**src/rtl/vmem_arb_pkg.sv**
```systemverilog
// Shared types and constants for the vector-memory read arbiter.
//
// Contents:
//   NUM_REQ     - number of burst requesters sharing the memory port (2)
//   req_id_t    - requester identifier (1 bit)
//   arb_state_t - sequencer states: idle, issuing reads, final response
//   id_onehot() - one-hot request/grant vector for a requester id
package vmem_arb_pkg;

  localparam int unsigned NUM_REQ = 2;

  typedef logic req_id_t;

  typedef enum logic [1:0] {
    StIdle  = 2'd0,
    StIssue = 2'd1,
    StLast  = 2'd2
  } arb_state_t;

  function automatic logic [NUM_REQ-1:0] id_onehot(input req_id_t id);
    logic [NUM_REQ-1:0] oh;
    oh     = '0;
    oh[id] = 1'b1;
    return oh;
  endfunction

endpackage

```
**src/rtl/rr_arb2.sv**
```systemverilog
// Two-way requester select with a registered round-robin pointer.
//
// The pointer names the preferred requester when both request; after a grant
// to requester i the pointer moves to the other requester. A lone requester
// always wins regardless of the pointer.
//
// Build option:
//   VMEM_ARB_FIXED_PRIO_EN - when defined, requester 0 always wins a tie and
//                            the pointer register is not built.
//
// Ports:
//   clk_i     - clock, rising edge
//   rst_i     - synchronous active-high reset (pointer to 0)
//   req_i     - per-requester request bits
//   gnt_en_i  - a grant is being taken this cycle; advance the pointer
//   valid_o   - at least one request is present
//   win_o     - selected requester (meaningful only when valid_o is high)
module rr_arb2
  import vmem_arb_pkg::*;
(
  input  logic               clk_i,
  input  logic               rst_i,
  input  logic [NUM_REQ-1:0] req_i,
  input  logic               gnt_en_i,
  output logic               valid_o,
  output req_id_t            win_o
);

  logic tie_pick;

`ifdef VMEM_ARB_FIXED_PRIO_EN
  // Fixed priority: no state is kept, so the clock, reset and grant enable
  // have no function here.
  logic unused_fixed_prio;
  assign unused_fixed_prio = ^{clk_i, rst_i, gnt_en_i};
  assign tie_pick          = 1'b0;
`else
  req_id_t ptr_q;

  always_ff @(posedge clk_i) begin
    if (rst_i) begin
      ptr_q <= 1'b0;
    end else if (gnt_en_i) begin
      ptr_q <= ~win_o;
    end
  end

  assign tie_pick = ptr_q;
`endif

  assign valid_o = |req_i;

  always_comb begin
    win_o = 1'b0;
    case (req_i)
      2'b01:   win_o = 1'b0;
      2'b10:   win_o = 1'b1;
      2'b11:   win_o = tie_pick;
      default: win_o = 1'b0;
    endcase
  end

endmodule

```
**src/rtl/vmem_read_arbiter.sv**
```systemverilog
// Burst read arbiter for the shared synchronous-read data-memory port.
//
// Two load requesters each present a level request with a base address and a
// word count. In IDLE the winner is chosen (round-robin, or fixed priority
// with VMEM_ARB_FIXED_PRIO_EN defined), its burst is latched and the
// sequencer issues consecutive (wrapping) addresses, one per cycle. Each word
// comes back one cycle after its read strobe, tagged with owner id and index.
// A LAST cycle carries the final response and the done pulse, and the
// following IDLE cycle acts as a bubble before the next grant.
//
// Build option:
//   VMEM_ARB_FIXED_PRIO_EN - fixed priority (requester 0 wins ties), handled
//                            inside rr_arb2.
//
// Ports:
//   clk_i       - clock, rising edge
//   rst_i       - synchronous active-high reset; aborts any burst
//   req_i       - per-requester request, held until granted
//   req_base_i  - per-requester burst base address
//   req_len_i   - per-requester burst length in words (clamped to VLEN)
//   gnt_o       - one-hot, one-cycle grant pulse
//   mem_rd_en_o - memory read strobe
//   mem_addr_o  - memory read address
//   mem_rdata_i - memory read data, valid the cycle after mem_rd_en_o
//   rsp_valid_o - response word valid
//   rsp_id_o    - owner of the current burst
//   rsp_idx_o   - word index within the burst
//   rsp_data_o  - response word (memory data, zero when not valid)
//   done_o      - one-hot pulse on the owner's bit with the final response
//   busy_o      - sequencer not idle
module vmem_read_arbiter
  import vmem_arb_pkg::*;
#(
  parameter int unsigned VLEN   = 20,
  parameter int unsigned DATA_W = 10,
  parameter int unsigned ADDR_W = 6,
  parameter int unsigned LEN_W  = $clog2(VLEN + 1)
) (
  input  logic                           clk_i,
  input  logic                           rst_i,
  input  logic [NUM_REQ-1:0]             req_i,
  input  logic [NUM_REQ-1:0][ADDR_W-1:0] req_base_i,
  input  logic [NUM_REQ-1:0][LEN_W-1:0]  req_len_i,
  output logic [NUM_REQ-1:0]             gnt_o,
  output logic                           mem_rd_en_o,
  output logic [ADDR_W-1:0]              mem_addr_o,
  input  logic [DATA_W-1:0]              mem_rdata_i,
  output logic                           rsp_valid_o,
  output req_id_t                        rsp_id_o,
  output logic [LEN_W-1:0]               rsp_idx_o,
  output logic [DATA_W-1:0]              rsp_data_o,
  output logic [NUM_REQ-1:0]             done_o,
  output logic                           busy_o
);

  // Burst context
  arb_state_t        state_q;
  logic [ADDR_W-1:0] base_q;
  logic [LEN_W-1:0]  len_q;
  req_id_t           id_q;
  logic [LEN_W-1:0]  cnt_q;     // index of the word issued this cycle

  // Registered outputs
  logic [NUM_REQ-1:0] gnt_q;
  logic               mem_rd_en_q;
  logic [ADDR_W-1:0]  mem_addr_q;
  logic               rsp_valid_q;
  req_id_t            rsp_id_q;
  logic [LEN_W-1:0]   rsp_idx_q;
  logic [NUM_REQ-1:0] done_q;
  logic               busy_q;

  logic             arb_valid;
  req_id_t          arb_win;
  logic             gnt_take;
  logic [LEN_W-1:0] win_len;
  logic [LEN_W-1:0] cnt_nxt;
  logic             last_issue;

  // Requests are only looked at while idle; anything asserted during a burst
  // and dropped before the next idle cycle is never seen.
  assign gnt_take = (state_q == StIdle) && arb_valid;

  rr_arb2 u_rr_arb2 (
    .clk_i    (clk_i),
    .rst_i    (rst_i),
    .req_i    (req_i),
    .gnt_en_i (gnt_take),
    .valid_o  (arb_valid),
    .win_o    (arb_win)
  );

  // Winner's length, clamped to the maximum burst
  always_comb begin
    win_len = req_len_i[arb_win];
    if (win_len > LEN_W'(VLEN)) begin
      win_len = LEN_W'(VLEN);
    end
  end

  assign cnt_nxt    = cnt_q + LEN_W'(1);
  assign last_issue = (cnt_q == (len_q - LEN_W'(1)));

  // Outputs are computed at each edge for the cycle that follows, so the
  // grant and first read strobe appear in the first ISSUE cycle and each
  // response lands together with the memory data for the previous strobe.
  always_ff @(posedge clk_i) begin
    if (rst_i) begin
      state_q     <= StIdle;
      base_q      <= '0;
      len_q       <= '0;
      id_q        <= 1'b0;
      cnt_q       <= '0;
      gnt_q       <= '0;
      mem_rd_en_q <= 1'b0;
      mem_addr_q  <= '0;
      rsp_valid_q <= 1'b0;
      rsp_id_q    <= 1'b0;
      rsp_idx_q   <= '0;
      done_q      <= '0;
      busy_q      <= 1'b0;
    end else begin
      // Pulsed outputs default low
      gnt_q       <= '0;
      done_q      <= '0;
      mem_rd_en_q <= 1'b0;
      mem_addr_q  <= '0;
      rsp_valid_q <= 1'b0;
      rsp_idx_q   <= '0;

      unique case (state_q)
        StIdle: begin
          if (arb_valid) begin
            base_q   <= req_base_i[arb_win];
            len_q    <= win_len;
            id_q     <= arb_win;
            cnt_q    <= '0;
            gnt_q    <= id_onehot(arb_win);
            rsp_id_q <= arb_win;
            busy_q   <= 1'b1;
            if (win_len == '0) begin
              // Empty burst: grant only, no read is issued
              state_q <= StLast;
            end else begin
              state_q     <= StIssue;
              mem_rd_en_q <= 1'b1;
              mem_addr_q  <= req_base_i[arb_win];
            end
          end else begin
            busy_q <= 1'b0;
          end
        end

        StIssue: begin
          // Response for the word being read this cycle
          rsp_valid_q <= 1'b1;
          rsp_idx_q   <= cnt_q;
          if (last_issue) begin
            state_q <= StLast;
            done_q  <= id_onehot(id_q);
          end else begin
            cnt_q       <= cnt_nxt;
            mem_rd_en_q <= 1'b1;
            // Address arithmetic wraps at the top of the address space
            mem_addr_q  <= base_q + ADDR_W'(cnt_nxt);
          end
        end

        StLast: begin
          state_q <= StIdle;
          busy_q  <= 1'b0;
          // An empty burst had no final word to carry done, so it is
          // signalled in the cycle after the grant instead.
          if (len_q == '0) begin
            done_q <= id_onehot(id_q);
          end
        end

        default: begin
          state_q <= StIdle;
          busy_q  <= 1'b0;
        end
      endcase
    end
  end

  assign gnt_o       = gnt_q;
  assign mem_rd_en_o = mem_rd_en_q;
  assign mem_addr_o  = mem_addr_q;
  assign rsp_valid_o = rsp_valid_q;
  assign rsp_id_o    = rsp_id_q;
  assign rsp_idx_o   = rsp_idx_q;
  // Memory data passes straight through, held at zero outside a response
  assign rsp_data_o  = rsp_valid_q ? mem_rdata_i : '0;
  assign done_o      = done_q;
  assign busy_o      = busy_q;

endmodule

```
**config.mk**
```make
export PLATFORM = sky130hd
export DESIGN_NAME = vmem_read_arbiter
export DESIGN_NICKNAME = d
export VERILOG_FILES = /design/src/rtl/vmem_arb_pkg.sv /design/src/rtl/rr_arb2.sv /design/src/rtl/vmem_read_arbiter.sv
export SDC_FILE = /design/constraint.sdc
export NUM_CORES = 1
export LEC_CHECK = 0
export BUFFER_PORTS_ARGS = -buffer_cell sky130_fd_sc_hd__buf_4
export CORE_AREA = 2 2 72 74
export DETAILED_ROUTE_END_ITERATION = 6
export DIE_AREA = 0 0 74 76
export PLACE_DENSITY = 0.7
export REMOVE_ABC_BUFFERS = 1
export SETUP_SLACK_MARGIN = 0.5
export SYNTH_ARGS = -nofsm -noshare
export SYNTH_HDL_FRONTEND = slang
export SYNTH_SLANG_ARGS = --single-unit
```
**constraint.sdc**
```tcl
create_clock -name clk_i -period 1.7 [get_ports clk_i]
set_input_delay 0.255 -clock clk_i [delete_from_list [all_inputs] [get_ports clk_i]]
set_output_delay 0.255 -clock clk_i [all_outputs]
set_load 0.02 [all_outputs]
```
## After elaboration in Yosys (flattened, before gate mapping)

Cells that the tools add are included.

| word-level totals | value |
|---|---|
| memories kept | 0 |
| bits in latches | 0 |
| RAM bits | 0 |
| word-level logic and storage cells | 78 |
| bits of input ports | 36 |
| output and inout port bits | 29 |
| memory bits (read-only) | 0 |
| register bits after elaboration | 38 |

| operators by class | value |
|---|---|
| magnitude comparators | 5 |
| multiplexer cells | 32 |
| $add $sub $neg | 3 |
| bitwise operators | 4 |
| equality and inequality tests | 8 |
| div/mod/pow operators | 0 |
| shift-type cells | 0 |
| $mul | 0 |
| reductions and logical operators | 13 |

Operators by type and width:

| kind | count |
|---|---|
| $mux 6 | 5 |
| $mux 5 | 5 |
| $pmux 6 s2 | 1 |
| $logic_not 5->1 | 2 |
| $mux 10 | 1 |
| $mux 2 | 5 |
| $pmux 5 s2 | 1 |
| $pmux 2 s2 | 2 |
| $mux 1 | 7 |
| $add 6x5->6 | 1 |
| $eq 2x2->1 const B | 3 |
| $ne 2x2->1 const B | 3 |
| $pmux 1 s2 | 3 |
| $add 5x1->5 const B | 1 |
| $eq 5x5->1 | 1 |
| $gt 5x5->1 const B | 1 |
| $sub 5x1->5 const B | 1 |
| $lt 1x2->1 const B | 2 |
| $not 1->1 | 4 |
| $reduce_and 2->1 | 2 |
| $reduce_or 2->1 | 2 |
| $logic_and 1x1->1 | 3 |
| $reduce_and 3->1 | 1 |
| $reduce_or 3->1 | 1 |
| other kinds (5) | 7 |

## Depth between registers and ports, before layout

| logic depth | value |
|---|---|
| depth after elaboration | 10 |
| mapped depth | 9 |

## By module

From an unflattened synthesis, not the netlist that was laid out.

| unflattened totals | value |
|---|---|
| cell total of the unflattened synthesis | 220 |
| area total of the unflattened synthesis | 1999.4 um^2 |

Modules (own cells, without submodules):

| module | area an instance (um^2) | cells an instance | seq. area each (um^2) | times used |
|---|---|---|---|---|
| vmem_read_arbiter | 1933.1 | 214 | 740.7 | 1 |
| rr_arb2 | 66.3 | 6 | 20.0 | 1 |

## Least setup slack after synthesis

OpenSTA, ideal clock, no wires.

| timing path | value |
|---|---|
| path type | register -> register |
| start | register cnt_q[0] |
| end | register mem_addr_q[5] (netlist: mem_addr_o[5]) |
| path buffers | 0 |
| period minus slack after synthesis | 1.761 ns |
| slack | -0.061 ns |
| data required time | 1.575 ns |
| stages on the path, launching flop included | 9 |
| arrival time | 1.636 ns |
| cell sequence | dfxtp_1 ha_1 xor2_1 ha_1 o21ai_0 o21bai_1 a21oi_1 xor2_1 o22ai_1 |

| between the ends | value |
|---|---|
| longest elaborated chain between the ends | 4 |
| elaborated cells on any way between the ends | 5 |
| classes of those cells | add/sub: 2; eq/ne: 1; mux: 2 |

RTL lines:

| element | line | RTL |
|---|---|---|
| start: declaration | vmem_read_arbiter.sv:61 | `logic [LEN_W-1:0] cnt_q;` |
| start signal: assignment | vmem_read_arbiter.sv:162 | `cnt_q <= cnt_nxt;` |
| $add 5x1->5 | vmem_read_arbiter.sv:101 | `assign cnt_nxt = cnt_q + LEN_W'(1);` |
| $add 6x5->6 | vmem_read_arbiter.sv:165 | `mem_addr_q <= base_q + ADDR_W'(cnt_nxt);` |
| $mux 6 * | vmem_read_arbiter.sv:158 | `if (last_issue) begin` |
| $pmux 6 s2 * | vmem_read_arbiter.sv:131 | `unique case (state_q)` |
| end signal: assignment | vmem_read_arbiter.sv:147 | `mem_addr_q <= req_base_i[arb_win];` |
| end signal: assignment | vmem_read_arbiter.sv:165 |  |
| end: declaration | vmem_read_arbiter.sv:66 | `logic [ADDR_W-1:0] mem_addr_q;` |

Mark *: on every way between the ends. The rest lies on a longest branch, timed or not.
A chain may end at the register's enable or synchronous reset.

## Final worst setup path

| timing path | value |
|---|---|
| start | register len_q[0] |
| end | register state_q[0] |

| between the ends | value |
|---|---|
| longest elaborated chain between the ends | 4 |

RTL lines:

| element | line | RTL |
|---|---|---|
| start: declaration | vmem_read_arbiter.sv:59 | `logic [LEN_W-1:0] len_q;` |
| start signal: assignment | vmem_read_arbiter.sv:135 | `len_q <= win_len;` |
| $sub 5x1->5 | vmem_read_arbiter.sv:102 | `assign last_issue = (cnt_q == (len_q - LEN_W'(1)));` |
| $eq 5x5->1 | vmem_read_arbiter.sv:102 |  |
| $ne 2x2->1 (no source line) | -- |  |
| $reduce_and 2->1 (no source line) | -- |  |
| end signal: assignment | vmem_read_arbiter.sv:109 | `state_q <= StIdle;` |
| end signal: assignment | vmem_read_arbiter.sv:143 | `state_q <= StLast;` |
| end signal: assignment | vmem_read_arbiter.sv:145 | `state_q <= StIssue;` |
| end: declaration | vmem_read_arbiter.sv:57 | `arb_state_t state_q;` |

No other way between the ends.

==> impl_metrics.py <==
metrics = {
    "run_status": {
        "status": "finished, violations left",
        "violations": "negative setup slack",
    },
    "logic_synthesis": {
        "yosys_warnings": 0,
        "synth.most_common_cell": "dfxtp_1",
        "seq_area_frac_synth_pct": 36.52,
        "synth_area_leaders": "dfxtp_1 (37%), ha_1 (6.6%), and2_1 (5.1%)",
        "synth-seq-cells": 38,
        "netlist_instances": 242,
        "synth_area_sq_mm": 0.002083,
        "avgSynthCellArea_sq_um": 8.608,
        "synth_cell_types": 52,
        "synthTopCellsByCount": "dfxtp_1 (38), nand2_1 (21), nor2_1 (18)",
        "async_flop_share_pct": 0,
        "yosysTopAreaCell": "dfxtp_1",
        "synth-edff-count": 0,
        "synth-main-ff-cell": "dfxtp_1",
        "synth_top_area_share_pct": 36.52,
    },
    "critical_path": {
        "reg2regPathDepth": 8,
        "timing.rr.start": "len_q[0]$_SDFFE_PP0P_",
        "critPathSlowestCell": "dfxtp_2",
        "path_cells": "buf_4 -> nor3_1 -> xnor2_1 -> a211oi_2 -> buf_4 -> buf_6 -> nand4_1 -> o311ai_1",
        "slowest_delay_ns": 0.33,
        "cp_max_fo": 6,
        "critPathRequiredTime_ns": 1.88,
        "cp_num_cells": 8,
        "path_buf_inv": 3,
        "endpoint_kind": "flop",
        "cp-start-kind": "flop",
        "startpoint": "len_q[0]$_SDFFE_PP0P_",
        "cpMostUsedCell": "buf_4",
        "cp_top_family": "buffers and inverters",
        "worstSetupPathType": "flop to flop",
        "crit_arrival_ns": 1.93,
    },
    "cells_and_area": {
        "nets": 402,
        "antennaDiodeCount": 0,
        "drive_gt1_share_pct": 55.49,
        "fin_util_pct": 71.24,
        "area_growth_pct": 67.99,
        "design_area_sq_mm": 0.003500,
    },
    "clocking": {
        "clock_sinks": 38,
        "clk_latency_ns": 0.29,
        "cts-buffers-inserted": 5,
        "root_buffer": "clkbuf_8",
        "htree_levels": 2,
        "clk_pin_slew_worst_paths_ns": 0.07,
        "cts.path.max_buffers": 2,
        "cts_tree": "built",
    },
    "min_path": {
        "min-delay-start": "rst_i",
        "holdCritPathClass": "primary input to flop",
        "hold-path-cell-count": 2,
    },
    "sta": {
        "relSlewSlack_pct": 74.23,
        "layout_setup_ws_ns": -0.04868,
        "worstMarginPinSlew_ns": 0.3825,
        "slew_viol_final": 0,
        "post-route-period-util_pct": 102.9,
        "fin_skew_ns": 0.009268,
        "fmax_mhz": 571.9,
        "setup-violations-final": 11,
        "hold_viol": 0,
        "fin_hold_ws_ns": 0.2186,
        "period_needed_ns": 1.749,
        "grt_setup_unrepaired": "true",
    },
    "detailed_routing": {
        "post-route-drc-count": 0,
        "initialDrtViolationCount": 82,
        "ant_nets": 0,
        "wl_per_cell_um": 14.60,
        "via_count": 2205,
        "dr.pass1.iters": 4,
        "viasPerCell": 5.188,
        "routed_wl_mm": 6.205,
    },
    "floorplanning": {
        "dieHeight_um": 76,
        "row_count": 26,
        "die_w_um": 74,
        "dieArea_sq_mm": 0.005624,
        "core_sq_mm": 0.004912,
        "start_util_pct": 42.41,
        "ioPinCount": 65,
    },
    "placed_design": {
        "dp_hpwl_mm": 4.357,
        "gp_congestion": 0.8359,
        "pre_cts_ws_ns": -0.2724,
        "placed_cell_area_sq_mm": 0.002908,
        "portBuffers": 64,
    },
    "power_and_ir_drop": {
        "peakVddDrop_mv": 0.9394,
        "totalPowerFinal_mw": 4.511,
        "powerDensity_mw_per_mm2": 1289,
        "p_leak_nw": 1.562,
    },
    "global_routing": {
        "grt_max_degree": 19,
        "grt_usage_pct": 22.81,
        "grt-ovfl-total": 0,
        "grt_pass1_wl_mm": 10.01,
        "grt_pass1_vias": 2187,
        "antenna_found_initial": 0,
    },
    "flow_run": {
        "drv_cap": 0,
    },
}
[per-layer routing]
| metal | global-route usage [%] | up-vias | part of all wire [%] |
|---|---|---|---|
| met4 | 9.091 | 0 | 2.5 |
| met3 | 4.101 | 10 | 4.4 |
| met5 | 0 | - | 0 |
| met2 | 38.75 | 68 | 51 |
| li1 | - | 1092 | - |
| met1 | 27.86 | 1035 | 42 |
[sequential cells by signal (all words and copies together), names as in the netlist, 2 cells and up]
register    count
rsp_idx_o       5
len_q           5
cnt_q           5
gnt_o           2
state_q         2
mem_addr_o      6
done_o          2
base_q          6
[area by class of cell]
| type | count | area (sq um) |
|---|---|---|
| timing repair buffer | 117 | 982.2 |
| tap | 70 | 87.58 |
| clock inverter | 3 | 40.04 |
| clock buffer | 5 | 68.82 |
| inverter | 13 | 51.30 |
| fill | 378 | 1413 |
| multi-input combinational | 179 | 1489 |
| sequential | 38 | 780.7 |
[where the power goes]
group | switching (mW) | total, mW | internal [mW]
combinational | 1.23 | 2.52 | 1.28
sequential | 0.146 | 1.24 | 1.09
clock | 0.323 | 0.755 | 0.432
[through the flow]
stage	std cells	TNS, ns
after floorplan	230	-3.145
after global placement	404	-1.239
after detailed placement	404	-2.552
after CTS	421	-0.4558
after global routing	425	-1.938
final	425	-0.3076
[placed cells by master, fill, tap and decap left out, types with 5 or more instances in the layout]
cell type,instances
nand2_2,5
inv_2,7
a21oi_1,11
dfxtp_1,30
xor2_1,7
buf_4,94
nand3_1,7
ha_4,5
buf_6,21
inv_1,5
nand2_1,17
and2_4,15
clkbuf_8,5
nor3_1,8
nor2_1,18
[final timing paths]
| path | to | slack, ns |
|---|---|---|
| setup reg to reg | state_q[0]$_SDFFE_PP0P_ | -0.05 |
| hold reg to reg | base_q[4]$_SDFFE_PP0P_ | 0.47 |
| hold / removal | len_q[0]$_SDFFE_PP0P_ | 0.22 |
| setup / recovery | state_q[0]$_SDFFE_PP0P_ | -0.05 |
[cell families (layout without fill, tap and decap cells)]
family                   count (synthesis)  count (layout)  synth area share, %
adder cells (fa/ha/maj)                 12              12                7.568
AO/OA/AOI/OAI                           61              61                20.90
buffers and inverters                   25             138                5.045
AND/OR/NAND/NOR                         89              89                22.58
flip-flops                              38              38                36.52
XOR/XNOR                                13              13                5.466
multiplexers                             4               4                1.922
[repair_timing]
action / CTS / global route
resized for setup: 66 / 37
endpoints found under the setup margin: 45 / 47
hold endpoints to repair: 0 / 0
hold buffers: 0 / 0
setup buffers: 9 / 4
pin swaps: 25 / 11
(Power assumes the default switching activity.)
